--- config.mk ---
export PLATFORM = sky130hd
export DESIGN_NAME = cnn_layer_accel_weight_config_streamer
export DESIGN_NICKNAME = d
export VERILOG_FILES = /design/src/rtl/cnn_layer_accel_wht_cfg_pkg.sv /design/src/rtl/cnn_layer_accel_wht_cfg_counter.sv /design/src/rtl/cnn_layer_accel_weight_config_streamer.sv
export SDC_FILE = /design/constraint.sdc
export NUM_CORES = 1
export LEC_CHECK = 0
export BUFFER_PORTS_ARGS = -buffer_cell sky130_fd_sc_hd__buf_4
export CAP_MARGIN = 20
export CORE_MARGIN = 1.5
export CORE_UTILIZATION = 33
export CTS_BUF_LIST = sky130_fd_sc_hd__clkbuf_8
export DETAILED_ROUTE_END_ITERATION = 10
export PLACE_DENSITY = 0.56
export SKIP_CTS_REPAIR_TIMING = 1
export SLEW_MARGIN = 20
export SYNTH_ARGS = -nofsm -noshare
export SYNTH_HDL_FRONTEND = slang
export SYNTH_HIERARCHICAL = 1
export SYNTH_SLANG_ARGS = --single-unit
--- constraint.sdc ---
create_clock -name clk -period 2.8 [get_ports clk]
set_input_delay 0.56 -clock clk [delete_from_list [all_inputs] [get_ports clk]]
set_output_delay 0.56 -clock clk [all_outputs]
set_load 0.02 [all_outputs]
--- src/rtl/cnn_layer_accel_wht_cfg_pkg.sv ---
`default_nettype none
// ---------------------------------------------------------------------------
// cnn_layer_accel_wht_cfg_pkg
// Shared state encoding and kernel geometry for the weight-table config path.
// Revision: 1.0
// ---------------------------------------------------------------------------
package cnn_layer_accel_wht_cfg_pkg;

  localparam int KERNEL_WORDS = 9;

  typedef enum logic [2:0] {
    IDLE  = 3'd0,
    CLEAR = 3'd1,
    LOAD  = 3'd2,
    FLUSH = 3'd3,
    DONE  = 3'd4
  } wcs_state_t;

endpackage
`default_nettype wire

--- src/rtl/cnn_layer_accel_wht_cfg_counter.sv ---
`default_nettype none
// ---------------------------------------------------------------------------
// cnn_layer_accel_wht_cfg_counter
// Nested word/kernel counter with a flag marking the final word of the load.
// Revision: 1.0
// ---------------------------------------------------------------------------
module cnn_layer_accel_wht_cfg_counter
  import cnn_layer_accel_wht_cfg_pkg::*;
#(
  parameter int KERNEL_WORDS_P = KERNEL_WORDS,
  parameter int KRNL_IDX_WIDTH = 6,
  parameter int WORD_CNT_WIDTH = $clog2(KERNEL_WORDS_P)
) (
  input  logic                      clk,
  input  logic                      rst,
  input  logic                      clear,
  input  logic                      advance,
  input  logic [KRNL_IDX_WIDTH-1:0] last_krnl,
  output logic [WORD_CNT_WIDTH-1:0] word_cnt,
  output logic [KRNL_IDX_WIDTH-1:0] krnl_cnt,
  output logic                      last_word
);

  localparam logic [WORD_CNT_WIDTH-1:0] c_word_last = WORD_CNT_WIDTH'(KERNEL_WORDS_P - 1);

  logic w_word_wrap;

  assign w_word_wrap = (word_cnt == c_word_last);
  // Equality only: a full-range last_krnl must not rely on krnl_cnt+1.
  assign last_word   = w_word_wrap && (krnl_cnt == last_krnl);

  // The final word freezes both counters so krnl_cnt ends on last_krnl.
  always_ff @(posedge clk) begin
    if (rst || clear) begin
      word_cnt <= '0;
      krnl_cnt <= '0;
    end else if (advance && !last_word) begin
      if (w_word_wrap) begin
        word_cnt <= '0;
        krnl_cnt <= krnl_cnt + KRNL_IDX_WIDTH'(1);
      end else begin
        word_cnt <= word_cnt + WORD_CNT_WIDTH'(1);
      end
    end
  end

endmodule
`default_nettype wire

--- src/rtl/cnn_layer_accel_weight_config_streamer.sv ---
`default_nettype none
// ---------------------------------------------------------------------------
// cnn_layer_accel_weight_config_streamer
// Streams 3x3 kernel weights from a valid/ready source into the weight table.
// Revision: 1.0
// ---------------------------------------------------------------------------
module cnn_layer_accel_weight_config_streamer
  import cnn_layer_accel_wht_cfg_pkg::*;
#(
  parameter int C_KERNEL_WORDS   = KERNEL_WORDS,
  parameter int C_KRNL_IDX_WIDTH = 6,
  parameter int C_DATA_WIDTH     = 16
) (
  input  logic                        clk,
  input  logic                        rst,
  input  logic                        start,
  input  logic [C_KRNL_IDX_WIDTH-1:0] num_kernels,
  input  logic                        abort,
  input  logic                        wht_in_valid,
  input  logic [C_DATA_WIDTH-1:0]     wht_in_data,
  output logic                        wht_in_ready,
  output logic                        config_mode,
  output logic                        job_accept,
  output logic                        wht_config_wren,
  output logic [C_DATA_WIDTH-1:0]     wht_config_data,
  output logic                        busy,
  output logic                        done
);

  localparam int c_word_cnt_width = $clog2(C_KERNEL_WORDS);

  wcs_state_t                  r_state;
  wcs_state_t                  w_state_nxt;
  logic [C_KRNL_IDX_WIDTH-1:0] r_last_krnl;
  logic [c_word_cnt_width-1:0] w_word_cnt;
  logic [C_KRNL_IDX_WIDTH-1:0] w_krnl_cnt;
  logic                        w_last_word;
  logic                        w_handshake;

  assign w_handshake = wht_in_valid && wht_in_ready;

  cnn_layer_accel_wht_cfg_counter #(
    .KERNEL_WORDS_P (C_KERNEL_WORDS),
    .KRNL_IDX_WIDTH (C_KRNL_IDX_WIDTH),
    .WORD_CNT_WIDTH (c_word_cnt_width)
  ) u_counter (
    .clk       (clk),
    .rst       (rst),
    .clear     (r_state == CLEAR),
    .advance   (w_handshake),
    .last_krnl (r_last_krnl),
    .word_cnt  (w_word_cnt),
    .krnl_cnt  (w_krnl_cnt),
    .last_word (w_last_word)
  );

  always_ff @(posedge clk) begin
    if (rst) begin
      r_state <= IDLE;
    end else begin
      r_state <= w_state_nxt;
    end
  end

  always_ff @(posedge clk) begin
    if (rst) begin
      r_last_krnl <= '0;
    end else if (r_state == IDLE && start) begin
      r_last_krnl <= num_kernels;
    end
  end

  // Abort takes priority over every transition, including the last word.
  always_comb begin
    w_state_nxt = r_state;
    if (abort && r_state != IDLE) begin
      w_state_nxt = IDLE;
    end else begin
      case (r_state)
        IDLE:    if (start) w_state_nxt = CLEAR;
        CLEAR:   w_state_nxt = LOAD;
        LOAD:    if (w_handshake && w_last_word) w_state_nxt = FLUSH;
        FLUSH:   w_state_nxt = DONE;
        DONE:    w_state_nxt = IDLE;
        default: w_state_nxt = IDLE;
      endcase
    end
  end

  always_comb begin
    wht_in_ready = 1'b0;
    config_mode  = 1'b0;
    job_accept   = 1'b0;
    done         = 1'b0;
    busy         = (r_state != IDLE);
    case (r_state)
      CLEAR: begin
        config_mode = 1'b1;
        job_accept  = 1'b1;
      end
      LOAD: begin
        config_mode  = 1'b1;
        wht_in_ready = 1'b1;
      end
      FLUSH:   config_mode = 1'b1;
      DONE:    done = 1'b1;
      default: ;
    endcase
  end

  // A word accepted on the abort cycle still gets its write strobe.
  always_ff @(posedge clk) begin
    if (rst) begin
      wht_config_wren <= 1'b0;
      wht_config_data <= '0;
    end else begin
      wht_config_wren <= w_handshake;
      if (w_handshake) begin
        wht_config_data <= wht_in_data;
      end
    end
  end

endmodule
`default_nettype wire
==> metrics.md <==
| Metric | Value |
|---|---|
| Outcome | `complete, no violations` |
| Worst-path clk slew | `70 ps` |
| Area delta synth->final | `26.2%` |
| CP Class | `flop to output pin` |
| Peak VDD IR | `0.000303 V` |
| Combinational Power Share | `11.8%` |
| Crit start category | `flop` |
| First-pass GRT wire length | `5.85 mm` |
| MaxCap Viol Count | `0` |
| Yosys reg bits | `36` |
| Fin area | `2350 sq um` |
| Dpl cell area | `2240 sq um` |
| Yosys top cell area share | `38.7%` |
| Fin Setup TNS | `0 ps` |
| Final Wtd Congestion | `0.715` |
| Post-synth top cells | `nand2b_1, dfxtp_1, mux2i_1, nand2_1, clkbuf_1` |
| Mapped Avg Cell Area | `9.54 sq um` |
| Root Buffer | `clkbuf_8` |
| Largest net degree at the start of global routing | `55` |
| Antenna diodes | `0` |
| TritonCTS clock tree | `yes` |
| Yosys warnings | `6` |
| Synth area leaders | `dfxtp_1, mux2i_1, nand2b_1` |
| Synth cell types | `39` |
| Worst Max-Slew Pin Slew | `746 ps` |
| Fin nets | `269` |
| Required @ worst endpoint | `2240 ps` |
| Tmin final | `1920 ps` |
| Initial core utilization | `34.0%` |
| Worst EP arrival | `1360 ps` |
| 1st-iter DRT viols | `52` |
| Clk_lat worst skew | `280 ps` |
| Leak Pwr | `0.985 nW` |
| # IOs | `49` |
| Fmax achieved | `0.521 GHz` |
| CTS sink cnt | `36` |
| Most used DFF post-synth | `dfxtp_1` |
| Count leader, synth | `nand2b_1` |
| RSZ-0062 raised after global routing | `false` |
| WL final | `3.61 mm` |
| Largest area contributor in the synthesized netlist | `dfxtp_1` |
| Internal power | `854 uW` |
| Via count | `1426` |
| Buffers on Ports | `48` |
| DRT antenna net count | `0` |
| P per Cell Area | `472 nW/um^2` |
| Final setup fails | `0` |
| Row Count | `27` |
| DRC viols | `0` |
| Core area | `5470 sq um` |
| Layout fillers | `567` |
| Worst min path class | `input pin to flop` |
| Inserted Clock Buffers | `5` |
| Number of flops mapped to enable cells by yosys | `0` |
| Die H | `78.1 um` |
| Critical Path Sink Type | `output pin` |
| Seq/Total Area, Yosys | `38.7%` |
| Period utilization | `68.6%` |
| Die area | `6100 sq um` |
| H-tree levels | `2` |
| GRT Residual Overflow | `0` |
| Tot GR Track Use | `12.1%` |
| Total chip power | `1.11 mW` |
| Slew Limit Fails | `0` |
| Layout cells sized above 1 | `27.1%` |
| Core Util, Final | `42.9%` |
| NetSw | `255 uW` |
| Clk_skew | `2.83 ps` |
| DR pass1 iterations | `3` |
| Post-Syn Area | `1860 sq um` |
| Routed len/inst | `11.6 um` |
| Async SR Flop Fraction | `0%` |
| Cells after Synth | `195` |
| Final Hold Viols | `0` |
| Vias per cell | `4.57` |
| Clk pwr share | `40.1%` |
| Maximum clock insertion buffer count | `2` |
| Initial antenna violation count | `0` |
| Slew headroom | `50.1%` |
| CP max FO | `8` |
| Switching part of the total | `23.0%` |
| Sequential share of power | `48.0%` |
| Die width | `78.1 um` |
| Number of global-route vias before repair | `1267` |
| HPWL after detailed placement | `2.50 mm` |
| Post-Syn Nets | `225` |
## layout by cell type, fill, tap and decap left out, types with 5 or more instances in the layout
cell type / instances
inv_1: 5
nor2_1: 5
nand2b_1: 44
nand2_1: 14
or3_1: 5
clkbuf_8: 5
mux2i_1: 29
xor2_1: 6
a21oi_1: 6
dfxtp_1: 36
buf_4: 50
## path summary, 6_finish.rpt
path / start / endpoint / slack, ps / cells after the start
max: r_state[0] / job_accept / 880 / 3
min: abort / r_state[1] / 450 / 2
max reg2reg: r_state[1] / u_counter/krnl_cnt[5] / 1040 / 5
min reg2reg: wht_config_data[14] / wht_config_data[14] / 480 / 2
## per-stage QoR
| stage | hold slack [ps] | setup slack, ps | std cells |
|---|---|---|---|
| 5_1_grt | 448 | 770 | 312 |
| 4_1_cts | 435 | 862 | 312 |
| 6_report | 446 | 880 | 312 |
| 3_5_place_dp | 469 | 958 | 304 |
| 2_1_floorplan | 455 | 775 | 195 |
| 3_3_place_gp | 459 | 974 | 304 |
## critical path: stages, from the launching register on
cell and delay, ps:
dfxtp_1 510, nor3b_1 230, buf_4 190, buf_4 150
## kinds of logic (layout without fill, tap and decap cells)
group                    count (synthesis)  after routing  synth area share [%]
multiplexers                            29             29                  15.6
AO/OA/AOI/OAI                           14             14                  4.78
flip-flops                              36             36                  38.7
adder cells (fa/ha/maj)                  3              3                  2.02
buffers and inverters                   17             62                  5.38
XOR/XNOR                                 7              7                  3.30
AND/OR/NAND/NOR                         89             89                  30.2
## flip-flops by register name, indices dropped and copies added, names as in the netlist
register            count
u_counter/word_cnt      4
wht_config_data        16
r_last_krnl             6
r_state                 3
wht_config_wren         1
u_counter/krnl_cnt      6
## metal layers
metal  GRT usage (%)  share of wire, %  vias up
met5               0                 0        -
met4            5.36               1.3        0
met3            3.02               4.3        7
met2            19.4                46       29
met1            15.3                48      647
li1                -                 -      743
## power by group through the flow
stage	sequential (mW)	clock (mW)	combinational, mW
after floorplan	0.544	0	0.0828
after global placement	0.545	0	0.132
after detailed placement	0.545	0	0.133
after CTS	0.532	0.465	0.134
after global routing	0.534	0.485	0.143
final	0.533	0.445	0.131
## area by class of cell
class / instances / area [sq um] / share of cell area, %
Clock buffer: 5 / 68.8 / 2.93
Inverter: 4 / 15.0 / 0.639
Timing Repair Buffer: 50 / 375 / 16.0
Multi-Input combinational cell: 142 / 1040 / 44.3
Clock inverter: 3 / 38.8 / 1.65
Tap cell: 72 / 90.1 / 3.84
Sequential cell: 36 / 721 / 30.7
(Power assumes the default switching activity.)
